**config.mk**
```make
export PLATFORM = sky130hd
export DESIGN_NAME = rv523_serial_alu
export DESIGN_NICKNAME = d
export VERILOG_FILES = /design/src/rtl/rv523_alu_pkg.sv /design/src/rtl/rv523_fa_slice.sv /design/src/rtl/rv523_serial_alu.sv
export SDC_FILE = /design/constraint.sdc
export NUM_CORES = 1
export LEC_CHECK = 0
export CORE_MARGIN = 4
export CORE_UTILIZATION = 30
export CTS_BUF_LIST = sky130_fd_sc_hd__clkbuf_2
export DETAILED_ROUTE_END_ITERATION = 7
export PLACE_DENSITY = 0.61
export SETUP_SLACK_MARGIN = 0.5
export SLEW_MARGIN = 10
export SYNTH_ARGS = -nofsm -noshare
export SYNTH_HDL_FRONTEND = slang
export SYNTH_SLANG_ARGS = --single-unit
```
**constraint.sdc**
```tcl
create_clock -name clk -period 4.3 [get_ports clk]
set_clock_uncertainty 0.2 [all_clocks]
set_input_delay 0.43 -clock clk [delete_from_list [all_inputs] [get_ports clk]]
set_output_delay 0.43 -clock clk [all_outputs]
set_load 0.02 [all_outputs]
```
**src/rtl/rv523_alu_pkg.sv**
```systemverilog
// ----------------------------------------------------------------------------
// rv523_alu_pkg
// Shared types and helpers for the RV523 digit-serial ALU.
//   alu_op_t    : 4-bit operation code seen on the ALU op port
//   alu_state_t : control FSM states (IDLE / RUN / DONE)
//   nand2/aoi21/oai21/not1 : behavioural models of the gate-cell library,
//                            used to build the adder slice cell by cell
//   is_sub_op / is_shift_op : op-class decoders shared by the datapath
// No ports (package).
// ----------------------------------------------------------------------------
package rv523_alu_pkg;

    localparam logic [3:0] OP_ADD  = 4'd0;
    localparam logic [3:0] OP_SUB  = 4'd1;
    localparam logic [3:0] OP_AND  = 4'd2;
    localparam logic [3:0] OP_OR   = 4'd3;
    localparam logic [3:0] OP_XOR  = 4'd4;
    localparam logic [3:0] OP_SLT  = 4'd5;
    localparam logic [3:0] OP_SLTU = 4'd6;
    localparam logic [3:0] OP_SLL  = 4'd7;
    localparam logic [3:0] OP_SRL  = 4'd8;
    localparam logic [3:0] OP_SRA  = 4'd9;

    typedef enum logic [3:0] {
        ADD  = OP_ADD,
        SUB  = OP_SUB,
        AND  = OP_AND,
        OR   = OP_OR,
        XOR  = OP_XOR,
        SLT  = OP_SLT,
        SLTU = OP_SLTU,
        SLL  = OP_SLL,
        SRL  = OP_SRL,
        SRA  = OP_SRA
    } alu_op_t;

    typedef enum logic [1:0] {
        IDLE = 2'd0,
        RUN  = 2'd1,
        DONE = 2'd2
    } alu_state_t;

    // Gate-cell library models
    function automatic logic nand2(input logic x, input logic y);
        return ~(x & y);
    endfunction

    function automatic logic aoi21(input logic x0, input logic x1, input logic y);
        return ~((x0 & x1) | y);
    endfunction

    function automatic logic oai21(input logic x0, input logic x1, input logic y);
        return ~((x0 | x1) & y);
    endfunction

    function automatic logic not1(input logic x);
        return ~x;
    endfunction

    // Ops that compute A + ~B + 1 on the carry chain
    function automatic logic is_sub_op(input logic [3:0] op);
        return (op == OP_SUB) || (op == OP_SLT) || (op == OP_SLTU);
    endfunction

    function automatic logic is_shift_op(input logic [3:0] op);
        return (op == OP_SLL) || (op == OP_SRL) || (op == OP_SRA);
    endfunction

endpackage

```
**src/rtl/rv523_fa_slice.sv**
```systemverilog
// ----------------------------------------------------------------------------
// rv523_fa_slice
// DIGIT-bit ripple-carry full adder assembled only from library cells
// (NAND2, AOI21, NOT). Purely combinational; the top reuses it every cycle.
// Ports:
//   a_d  [DIGIT-1:0] in   operand A digit
//   b_d  [DIGIT-1:0] in   operand B digit (already inverted for subtraction)
//   cin              in   carry into bit 0
//   s_d  [DIGIT-1:0] out  sum digit
//   cout             out  carry out of the top bit
// ----------------------------------------------------------------------------
module rv523_fa_slice
    import rv523_alu_pkg::*;
#(
    parameter int DIGIT = 1
) (
    input  logic [DIGIT-1:0] a_d,
    input  logic [DIGIT-1:0] b_d,
    input  logic             cin,
    output logic [DIGIT-1:0] s_d,
    output logic             cout
);

    logic [DIGIT:0] c;

    assign c[0] = cin;

    for (genvar i = 0; i < DIGIT; i++) begin : gen_bit
        logic n_ab, p_l, p_r, p, n_pc, q_l, q_r, g;

        // Four-NAND XOR for propagate, then again for the sum
        assign n_ab = nand2(a_d[i], b_d[i]);
        assign p_l  = nand2(a_d[i], n_ab);
        assign p_r  = nand2(b_d[i], n_ab);
        assign p    = nand2(p_l, p_r);

        assign n_pc = nand2(p, c[i]);
        assign q_l  = nand2(p, n_pc);
        assign q_r  = nand2(c[i], n_pc);
        assign s_d[i] = nand2(q_l, q_r);

        // carry = g | (p & cin), formed as NOT(AOI21(p, cin, g))
        assign g        = not1(n_ab);
        assign c[i + 1] = not1(aoi21(p, c[i], g));
    end

    assign cout = c[DIGIT];

endmodule

```
**src/rtl/rv523_serial_alu.sv**
```systemverilog
// ----------------------------------------------------------------------------
// rv523_serial_alu
// Digit-serial integer ALU for the RV523 execute stage. Operands are captured
// into shift registers and consumed LSB-first, DIGIT bits per cycle, through a
// single rv523_fa_slice and one carry flop. Result is held until writeback
// takes it.
// Optional feature macro: RV523_SERIAL_SHIFT_EN enables SLL/SRL/SRA
// (1 bit per cycle, latency max(1, b[4:0])). Without it those codes behave
// as undefined ops (full latency, result 0).
// Ports:
//   clk        in   clock, rising edge
//   rst        in   asynchronous active-high reset
//   in_valid   in   operands/op presented
//   in_ready   out  ALU idle, op accepted this cycle
//   op   [3:0] in   alu_op_t code
//   a    [XLEN-1:0] in  operand A
//   b    [XLEN-1:0] in  operand B; b[4:0] is the shift amount
//   res_valid  out  result available, held until taken
//   res_ready  in   writeback accepts result
//   result [XLEN-1:0] out result, stable while res_valid
// ----------------------------------------------------------------------------
module rv523_serial_alu
    import rv523_alu_pkg::*;
#(
    parameter int XLEN  = 32,
    parameter int DIGIT = 1
) (
    input  logic            clk,
    input  logic            rst,
    input  logic            in_valid,
    output logic            in_ready,
    input  logic [3:0]      op,
    input  logic [XLEN-1:0] a,
    input  logic [XLEN-1:0] b,
    output logic            res_valid,
    input  logic            res_ready,
    output logic [XLEN-1:0] result
);

    localparam int NDIG       = XLEN / DIGIT;
    localparam int CNT_W_BASE = $clog2(NDIG) + 1;
`ifdef RV523_SERIAL_SHIFT_EN
    // Shift ops count up to 31 single-bit steps regardless of DIGIT
    localparam int CNT_W      = (CNT_W_BASE > 5) ? CNT_W_BASE : 5;
`else
    localparam int CNT_W      = CNT_W_BASE;
`endif

    alu_state_t       state, next_state;
    logic [XLEN-1:0]  a_sr, b_sr, result_r, res_next;
    logic [3:0]       op_r;
    logic             a_msb, b_msb, carry;
    logic [CNT_W-1:0] count, count_load;
    logic             transfer, last;
    logic [DIGIT-1:0] a_digit, b_digit, sum_d, digit_out;
    logic             cout, slt_bit, sltu_bit;
`ifdef RV523_SERIAL_SHIFT_EN
    logic             shamt_zero;
`endif

    // ------------------------------------------------------------------
    // Control FSM
    // ------------------------------------------------------------------
    // NOTE: flops use non-blocking assignments so every register samples
    // the pre-edge values of the others, independent of block ordering.
    always_ff @(posedge clk or posedge rst) begin
        if (rst) state <= IDLE;
        else     state <= next_state;
    end

    // NOTE: every combinational output gets a default first so no path
    // through the block leaves it unassigned (which would infer a latch).
    always_comb begin
        next_state = state;
        case (state)
            IDLE:    if (in_valid) next_state = RUN;
            RUN:     if (last)     next_state = DONE;
            DONE:    if (res_ready) next_state = IDLE;
            default: next_state = IDLE;
        endcase
    end

    always_comb begin
        in_ready  = (state == IDLE);
        res_valid = (state == DONE);
    end

    assign transfer = in_valid & in_ready;
    assign last     = (state == RUN) && (count == CNT_W'(1));
    assign result   = result_r;

    // ------------------------------------------------------------------
    // Datapath: one adder slice reused every RUN cycle
    // ------------------------------------------------------------------
    assign a_digit = a_sr[DIGIT-1:0];

    always_comb begin
        b_digit = b_sr[DIGIT-1:0];
        if (is_sub_op(op_r)) b_digit = ~b_digit;
    end

    rv523_fa_slice #(.DIGIT(DIGIT)) u_fa_slice (
        .a_d  (a_digit),
        .b_d  (b_digit),
        .cin  (carry),
        .s_d  (sum_d),
        .cout (cout)
    );

    // Logic ops bypass the carry chain but keep the same digit cadence
    always_comb begin
        digit_out = '0;
        case (op_r)
            OP_ADD, OP_SUB, OP_SLT, OP_SLTU: digit_out = sum_d;
            OP_AND:  digit_out = a_digit & b_sr[DIGIT-1:0];
            OP_OR:   digit_out = a_digit | b_sr[DIGIT-1:0];
            OP_XOR:  digit_out = a_digit ^ b_sr[DIGIT-1:0];
            default: digit_out = '0;
        endcase
    end

    // Signs differ -> A's sign decides; otherwise the difference sign does
    assign slt_bit  = (a_msb != b_msb) ? a_msb : sum_d[DIGIT-1];
    // No carry out of A + ~B + 1 means a borrow, i.e. A < B unsigned
    assign sltu_bit = ~cout;

    always_comb begin
        res_next = {digit_out, result_r[XLEN-1:DIGIT]};
        if (last && (op_r == OP_SLT))  res_next = {{(XLEN-1){1'b0}}, slt_bit};
        if (last && (op_r == OP_SLTU)) res_next = {{(XLEN-1){1'b0}}, sltu_bit};
`ifdef RV523_SERIAL_SHIFT_EN
        if (is_shift_op(op_r)) begin
            if (shamt_zero) begin
                res_next = result_r;
            end else begin
                case (op_r)
                    OP_SLL:  res_next = {result_r[XLEN-2:0], 1'b0};
                    OP_SRL:  res_next = {1'b0, result_r[XLEN-1:1]};
                    default: res_next = {a_msb, result_r[XLEN-1:1]};
                endcase
            end
        end
`endif
    end

    always_comb begin
        count_load = CNT_W'(NDIG);
`ifdef RV523_SERIAL_SHIFT_EN
        if (is_shift_op(op)) begin
            count_load = (b[4:0] == 5'd0) ? CNT_W'(1) : CNT_W'(b[4:0]);
        end
`endif
    end

    always_ff @(posedge clk or posedge rst) begin
        if (rst) begin
            a_sr     <= '0;
            b_sr     <= '0;
            result_r <= '0;
            op_r     <= '0;
            a_msb    <= 1'b0;
            b_msb    <= 1'b0;
            carry    <= 1'b0;
            count    <= '0;
`ifdef RV523_SERIAL_SHIFT_EN
            shamt_zero <= 1'b0;
`endif
        end else if (transfer) begin
            a_sr  <= a;
            b_sr  <= b;
            op_r  <= op;
            a_msb <= a[XLEN-1];
            b_msb <= b[XLEN-1];
            carry <= is_sub_op(op);
            count <= count_load;
`ifdef RV523_SERIAL_SHIFT_EN
            shamt_zero <= (b[4:0] == 5'd0);
            // Shifts work in place on the result register, seeded with A
            if (is_shift_op(op)) result_r <= a;
`endif
        end else if (state == RUN) begin
            a_sr     <= a_sr >> DIGIT;
            b_sr     <= b_sr >> DIGIT;
            carry    <= cout;
            count    <= count - CNT_W'(1);
            result_r <= res_next;
        end
    end

endmodule

```
==> flow_summary.ini <==
[run_status]
outcome = complete, no violations

[floorplan]
ios = 106
die_w_um = 133
initial_core_util_pct = 30.8
dieArea_um2 = 17700
rows = 45
core-area_um2 = 15300
die_h_um = 133

[yosys]
ys_warn_count = 0
synth_most_common_cell = nand2_1
synth-edff-count = 0
ys_seq_area_share_pct = 59.0
synth_flop_cell = dfrtp_1
netlist_area_um2 = 4700
syn_nets = 521
syn_inst = 444
ys_types = 41
yosysTopAreaCellShare_pct = 59.0
synth_top_area_cell = dfrtp_1
async_reset_ff_share_pct = 100
syn_area_per_cell_um2 = 10.6
synth_area_leaders = dfrtp_1 59%, nand2_1 12%, a22oi_1 9.6%, a22o_1 5.8%, buf_2 1.4%
synth_seq_cells = 111
synth_common_cells = 148 x nand2_1, 111 x dfrtp_1, 60 x a22oi_1

[placed_design]
port_buffers = 105
routabilityCongestion = 0.831
dpl.cell_count = 736
dpl_cell_area_um2 = 5920
place_ws_ns = 1.47
dpl.hpwl_mm = 7.40

[power_and_ir_drop]
max-vdd-ir-drop_v = 0.000140
power_density_nw_per_um2 = 307
leakage_nw = 2.89
p_total_mw = 1.85

[timing]
hold_viol_final = 0
setup_tns_ns = 0
max_freq_mhz = 345
tightest_slew_ns = 1.06
min_period_ns = 2.90
whs_ns = 0.127
fin_crit_sh_pct = 67.5
setup_slack_ns = 1.40
setup_violations = 0
drv_slew = 0
rsz0062_at_grt = false
slew_headroom_pct = 29.6

[finish]
fillerInstances = 1497
postLayoutCoreUtil_pct = 39.5
drive_above_1_share_pct = 5.36
final_area_um2 = 6020
final_cells = 753
final_net_count = 613
syn2layout_area_growth_pct = 28.0

[global_routing]
grt_pass1_vias = 3594
antenna_found_initial = 1
grt_use_total_pct = 12.7
grt.overflow.total = 0
grt_max_degree = 86
grt_first_pass_wirelength_mm = 18.4

[clocking]
cts_tree = yes
clkSlewWorstSetupHoldPaths_ns = 0.28
cts_buffers = 9
clock-sinks = 111
cts_hold_buffers = 0
root_buffer = clkbuf_2
post_cts_buffers = 0
clk_latency_ns = 0.61
htree_levels = 3
post_cts_resized = 0
cts.path.max_buffers = 2

[routing]
ant_nets = 0
drtIter0Drc = 240
drc_errors = 0
viasPerCell = 4.85
wire_per_inst_um = 14.5
routed_wl_mm = 10.9
vias = 3651
firstDrtPassIters = 5

[hold_path]
hold_class = primary input to flop

[critical_path]
crit_type = flop to flop
crit_arrival_ns = 3.23
critPathCaptureType = flop
start_kind = flop
crit_path_max_fanout = 8
crit_required_ns = 4.62

[run]
max_cap_viol_count = 0
worst max-delay path, stage by stage (launching register included):
cell and delay [ns]:
dfrtp_1 0.51, nand2b_1 0.22, or2_1 0.22, a21oi_1 0.21
xnor2_1 0.19, fa_1 0.52, o21bai_1 0.16, a21oi_1 0.09
o2111a_1 0.24, a221o_1 0.26
report_power, final:
group,switching (mW),leakage (nW),internal (mW)
Sequential,0.0365,1.49,1.09
Combinational,0.112,1.33,0.153
Clock,0.332,0.0682,0.129
state kept, by name (all words and copies together), names as in the netlist:
signal  count
a_sr       32
b_sr       32
result     32
count       6
op_r        4
state       2
a_msb       1
b_msb       1
carry       1
per-layer routing:
layer  vias to the layer above  GRT usage (%)  routed length (um)
met3                         8           4.53                 735
met4                         0           3.54                 121
li1                       1738              -                   -
met1                      1790           17.7                5030
met5                         -              0                   0
met2                       115           18.9                5050
cell usage in the layout, fill, tap and decap left out, types with 2 or more instances in the layout:
cell type and instances:
clkinv_2 2, a22oi_1 60, mux2i_1 2, nand2b_1 5, dfrtp_1 111, clkinv_1 3
nor3_1 2, or3_1 2, nor2_1 5, clkdlybuf4s50_1 105, a22o_1 31, xnor2_1 2
nand3_1 3, o21ai_0 6, ha_1 4, a21oi_1 2, a221o_1 4, nand2_1 148
clkbuf_2 10, buf_4 6, inv_1 6
final timing paths:
check,from,end,slack [ns],cells past startpoint
hold reg to reg,b_sr[3],b_sr[2],0.30,2
max in group asynchronous,rst,b_sr[23],2.87,3
setup / recovery,op_r[0],result[0],1.40,9
setup reg to reg,op_r[0],result[0],1.40,9
min in group asynchronous,rst,result[7],0.18,2
hold / removal,op[3],op_r[3],0.13,3
cell families (layout without fill, tap and decap cells):
group	count (synthesis)	in the layout	synth area share (%)
compound gates	113	113	19.2
xor+xnor	2	2	0.372
simple gates	173	173	15.2
mux	3	3	0.665
flops	111	111	59.0
other cells	0	1	0
fa+ha+maj	5	5	1.49
buf+inv	37	134	4.02
cell type report:
class	count	area (um^2)	area share, %
antenna	1	2.50	0.0416
clock buffer	10	50.0	0.831
clock inverter	6	51.3	0.852
inverter	7	28.8	0.478
multi-input combinational	296	1750	29.1
sequential	111	2780	46.1
tap	211	264	4.39
timing repair buffer	111	1100	18.2
Power figures use the tool's default switching activity.
==> patch 1 (same flow settings) <==
The parameter `XLEN` goes from 32 to 64.
--- a/src/rtl/rv523_serial_alu.sv
+++ b/src/rtl/rv523_serial_alu.sv
@@ -23,5 +23,5 @@
     import rv523_alu_pkg::*;
 #(
-    parameter int XLEN  = 32,
+    parameter int XLEN  = 64,
     parameter int DIGIT = 1
 ) (
Interface: changed (resized a, b and result); port bits go from 106 to 202. No check against the original RTL was run, so the function may have changed too.
==> patch 1 against the unedited design <==
Power rose to 4.3 times the old value; synthesized cell count rose by 79%; core utilization up 5.6 points; worst setup slack improved by 41 ps; cell area up 110%; sequential cell count is 97 higher; area after synthesis is 80% higher; register-to-register slack improved by 460 ps; routed wire length up 110%; global-route usage increased by 1.7 points; final cell count grew 100%; critical path type is now reg2out; highest routed layer unchanged.
==> patch 1: results (changes against the unedited design) <==
stage,metric,value,unit,change
detailed_routing,drt_iter0_drc,309,,was 240
sta,finalWorstSetupSlack,1440,ps,was 1400 ps
worst_setup_path,r2r_setup_slack,1860,ps,was 1400 ps
worst_setup_path,endpoint,res_valid,,was result[0]$_DFFE_PP0P_
clock_tree,insertion_delay,800,ps,was 610 ps
grt,grt_antenna_before_repair,1,,unchanged
worst_setup_path,critPathMaxFanout,5,,was 8
clock_tree,cts_buffers,56,,was 9
place,place.gp.congestion,0.763,,was 0.831
grt,grt_max_degree,139,,was 86
place,dpl_worst_slack,1750,ps,was 1470 ps
outcome,outcome,"finished, final reports clean",,unchanged
worst_setup_path,cp_slowest_cell,clkdlybuf4s50_1,,was fa_1
grt,grt_pass1_vias,7401,,was 3594
synthesis,postSynthNetCount,936,,was 521
pwr,irDropWorstVdd,0.332,mV,was 0.140 mV
clock_tree,hold_buffers,118,,was 0
layout,layout.nets,1266,,was 613
grt,grt_pass1_wl,37700,um,was 18400 um
worst_setup_path,r2r_cells,4,,was 9
detailed_routing,vias,7316,,was 3651
synthesis,synth_commonest_cells,"272 x nand2_1, 208 x dfrtp_1, 124 x a22oi_1",,"was 148 x nand2_1, 111 x dfrtp_1, 60 x a22oi_1"
synthesis,synthMuxAreaShare,0.369,%,was 0.665%
grt,grt_use_total,14.5,%,was 12.7%
synthesis,synth_xor_area_share,0.310,%,was 0.372%
clock_tree,cts_max_level,2,,was 3
worst_setup_path,critical_path.top_delay_family,buffers and inverters,,was compound AO/OA/AOI/OAI gates
synthesis,async_flop_share,100,%,unchanged
place,dp_hpwl,14100,um,was 7400 um
pwr,p_int,4.80,mW,was 1.37 mW
pwr,p_leak,5.75,nW,was 2.89 nW
clock_tree,cts.path.max_buffers,3,,was 2
synthesis,post_synth_num_cell_types,37,,was 41
detailed_routing,wl,22800,um,was 10900 um
sta,relSlewSlack,40.2,%,was 29.6%
clock_tree,path_clk_slew,80,ps,was 280 ps
synthesis,synth_seq_area_share,61.3,%,was 59.0%
synthesis,netlist_top_cells_area,"dfrtp_1 61%, nand2_1 12%, a22oi_1 11%",,"was dfrtp_1 59%, nand2_1 12%, a22oi_1 9.6%"
synthesis,ys_warn_count,0,,unchanged
worst_setup_path,setup.worst_path.end_class,primary output,,was register
synthesis,synth_fa_ha_area_share,0.826,%,was 1.49%
detailed_routing,first_pass_iters,5,,unchanged
layout,fillers,2598,,was 1497
synthesis,synth_compound_area_share,19.5,%,was 19.2%
worst_setup_path,cpPeakStageDelay,710,ps,was 520 ps
layout,drive_above_1_share,9.22,%,was 5.36%
worst_setup_path,rr_startpoint,state[1]$_DFFE_PP0P_,,was op_r[0]$_DFFE_PP0P_
-- patch 1: cell types whose count changed in the layout (fill, tap and decap cells not counted), sizes merged, moves of 64 or more --
cell / delta
clkbuf: +69
clkdlybuf4s50: +96
dlygate4sd3: +118
a22oi: +64
nand2: +124
dfrtp: +97
-- patch 1: power by group through the flow --
stage               Sequential [mW]  Combinational, mW  Clock, mW
floorplan                      3.42               2.06          0
global placement               3.35               3.07          0
detailed placement             3.36               3.15          0
CTS                            3.34               3.23       1.44
global route                   3.45               3.60       1.53
finish                         3.34               3.19       1.35
-- patch 1: kinds of logic (layout without fill, tap and decap cells) --
kind of cell,after synthesis,in the layout
simple gates,300,300
compound gates,210,210
flops,208,208
buf+inv,66,431
fa+ha+maj,5,5
xor+xnor,3,3
mux,3,3
other cells,0,1
-- patch 1: worst min-delay path by stage --
stage                                    start  slack, ps              endpoint
after floorplan              b_msb$_DFFE_PP0P_        240     b_msb$_DFFE_PP0P_
after global placement    a_sr[32]$_DFFE_PP0P_        260  a_sr[32]$_DFFE_PP0P_
after detailed placement  a_sr[39]$_DFFE_PP0P_        260  a_sr[39]$_DFFE_PP0P_
after CTS                                a[44]          1  a_sr[44]$_DFFE_PP0P_
after global routing                     a[44]         10  a_sr[44]$_DFFE_PP0P_
final                                    a[44]        100  a_sr[44]$_DFFE_PP0P_
-- patch 1: stage by stage --
step / std cells / instance area, sq um / total power [mW] / hold slack, ps / util (%)
after floorplan: 795 / 8490 / 5.49 / 239 / -
after global placement: 1327 / 10900 / 6.42 / 258 / 39.1
after detailed placement: 1327 / 10900 / 6.51 / 263 / 39.1
after CTS: 1538 / 12600 / 8.01 / 1.13 / 45.1
after global routing: 1539 / 12600 / 8.57 / 14.9 / 45.1
final: 1539 / 12600 / 7.88 / 99.5 / 45.1
-- patch 1: worst min-delay path: cells and delay by family --
kind	cells	cell delay (ps)
AND/OR/NAND/NOR	1	50
buffers and inverters	1	470
AO/OA/AOI/OAI	1	60
-- patch 1: area by class of cell --
| class | count | area, sq um | area share, % |
|---|---|---|---|
| diodes | 1 | 2.50 | 0.0199 |
| clock buffers | 79 | 395 | 3.15 |
| clock inverters | 14 | 85.1 | 0.678 |
| inverters | 7 | 30.0 | 0.239 |
| multi-input cells | 521 | 3020 | 24.0 |
| flip-flops and latches | 208 | 5200 | 41.5 |
| well taps | 378 | 473 | 3.77 |
| repair buffers | 331 | 3350 | 26.6 |
-- patch 1: metal layers --
metal | GRT usage, % | up-vias | part of all wire (%)
met5 | 0 | - | 0
met4 | 4.26 | 0 | 1.6
met3 | 4.09 | 36 | 8.2
met2 | 22.2 | 265 | 46
met1 | 20.1 | 3526 | 44
li1 | - | 3489 | -
==> patch 2 (config.mk and constraints unchanged) <==
Made on the original files. Encoding of `alu_state_t`: now one-hot (3 bits for 3 states).
--- a/src/rtl/rv523_alu_pkg.sv
+++ b/src/rtl/rv523_alu_pkg.sv
@@ -35,8 +35,8 @@
     } alu_op_t;
 
-    typedef enum logic [1:0] {
-        IDLE = 2'd0,
-        RUN  = 2'd1,
-        DONE = 2'd2
+    typedef enum logic [2:0] {
+        IDLE = 3'b001,
+        RUN  = 3'b010,
+        DONE = 3'b100
     } alu_state_t;
 
Check against the original RTL: same outputs for any inputs over 4 cycles, from zero or initial values and one cycle with rst high; so few cycles prove little.
==> patch 2 against the unedited design <==
First-iteration DRC count shrank 25%; worst setup slack lost 49 ps; non-clock buffer count grew 1; critical path depth shrank 7; routed wire length grew 2.5%; sequential cell count grew 1; area after synthesis grew 0.53%; via count grew 0.52%; cell area grew 0.73%; sequential share of layout area grew 0.10 points; largest cell class unchanged; highest routed layer unchanged.
Power is not compared: it rests on default switching activity, and its combinational part moved more than twofold at a synthesized area within 25%.
==> patch 2: results (changes against the unedited design) <==
stage,metric,value,unit,change
outcome,outcome,"finished, final reports clean",,unchanged
grt,grt_pass1_wl,18500,um,was 18400 um
worst_setup_path,r2r_setup_slack,1490,ps,was 1400 ps
detailed_routing,drt_iter0_drc,179,,was 240
grt,grt_max_degree,79,,was 86
grt,grt_use_total,12.8,%,was 12.7%
clock_tree,hold_buffers,1,,was 0
synthesis,synthMuxAreaShare,0.847,%,was 0.665%
detailed_routing,vias,3670,,was 3651
layout,multi_input_cells,298,,was 296
synthesis,post_synth_num_cell_types,42,,was 41
worst_setup_path,setup.worst_path.end_class,primary output,,was register
layout,drive_above_1_share,5.68,%,was 5.36%
hold_path,min_to,op_r[3]$_DFFE_PP0P_,,unchanged
layout,layout.nets,618,,was 613
clock_tree,insertion_delay,610,ps,about the same
place,dp_hpwl,7450,um,was 7400 um
synthesis,synth_top_family_by_area,compound AO/OA/AOI/OAI gates,,unchanged
worst_setup_path,endpoint,in_ready,,was result[0]$_DFFE_PP0P_
synthesis,synth_compound_area_share,18.2,%,was 19.2%
sta,worst_slew_pin_slew,862,ps,was 1060 ps
detailed_routing,wl,11200,um,was 10900 um
layout,regArea,2800,sq um,was 2780 sq um
layout,buf_share,18.2,%,about the same
synthesis,synth_xor_area_share,0.926,%,was 0.372%
synthesis,netlist_top_cells_area,"dfrtp_1 59%, nand2_1 12%, a22oi_1 9.5%",,"was dfrtp_1 59%, nand2_1 12%, a22oi_1 9.6%"
layout,fillers,1550,,was 1497
synthesis,async_flop_share,100,%,unchanged
place,place.gp.congestion,0.826,,was 0.831
layout,nFlopsAndLatches,112,,was 111
synthesis,synth_seq_area_share,59.3,%,was 59.0%
pwr,p_leak,2.79,nW,
layout,buffers,112,,was 111
place,dpl_cell_area,5960,sq um,was 5920 sq um
layout,antennaDiodeCount,1,,unchanged
worst_setup_path,cp_slowest_cell,clkdlybuf4s50_1,,was fa_1
worst_setup_path,r2r_cells,8,,was 9
grt,grt_antenna_before_repair,1,,unchanged
synthesis,synth_fa_ha_area_share,1.69,%,was 1.49%
synthesis,postSynthNetCount,525,,was 521
layout,inverters,8,,was 7
layout,multi_input_area_share,29.1,%,about the same
worst_setup_path,critical_path.top_delay_family,buffers and inverters,,was compound AO/OA/AOI/OAI gates
worst_setup_path,critPathMaxFanout,5,,was 8
pwr,seq_power_share,49.6,%,
synthesis,synth_commonest_cells,"149 x nand2_1, 111 x dfrtp_1, 60 x a22oi_1",,"was 148 x nand2_1, 111 x dfrtp_1, 60 x a22oi_1"
worst_setup_path,arrival,2320,ps,was 3230 ps
worst_setup_path,startpoint,state[0]$_DFFE_PP1P_,,was op_r[0]$_DFFE_PP0P_
layout,multi_input_area,1760,sq um,was 1750 sq um
hold_path,min-delay-start,op[3],,unchanged
clock_tree,cts_max_level,3,,unchanged
worst_setup_path,cpPeakStageDelay,690,ps,was 520 ps
layout,final-clk-cell-share,1.53,%,was 1.68%
## patch 2: cell types whose count changed after synthesis, sizes merged, moves of 2 or more
cell	delta
clkbuf	+7
nor3	+2
or3	-2
o21ai	-2
a221o	-2
mux2i	+2
o31ai	+2
nand3	-3
buf	-7
xor2	+3
nand2b	-3
## patch 2: kinds of logic (layout without fill, tap and decap cells)
kind of cell	after synthesis	count (layout)
compound gates	111	111
xor+xnor	5	5
fa+ha+maj	6	6
buf+inv	38	136
flops	112	112
mux	4	4
other cells	0	1
simple gates	172	172
## patch 2: layer usage
metal / share of wire [%] / GRT usage [%]
met2: 45 / 19.8
met1: 46 / 17.1
met5: 0 / 0
met3: 6.0 / 3.70
met4: 2.1 / 5.14
## patch 2: through the flow
step	cells	hold WS (ps)	setup WS, ps	total power, mW
detailed placement	740	263	1540	3.04
finish	758	146	1350	3.44
floorplan	448	246	713	2.63
global placement	740	258	1610	2.98
global route	758	61.5	1220	3.74
CTS	757	60.3	1280	3.49
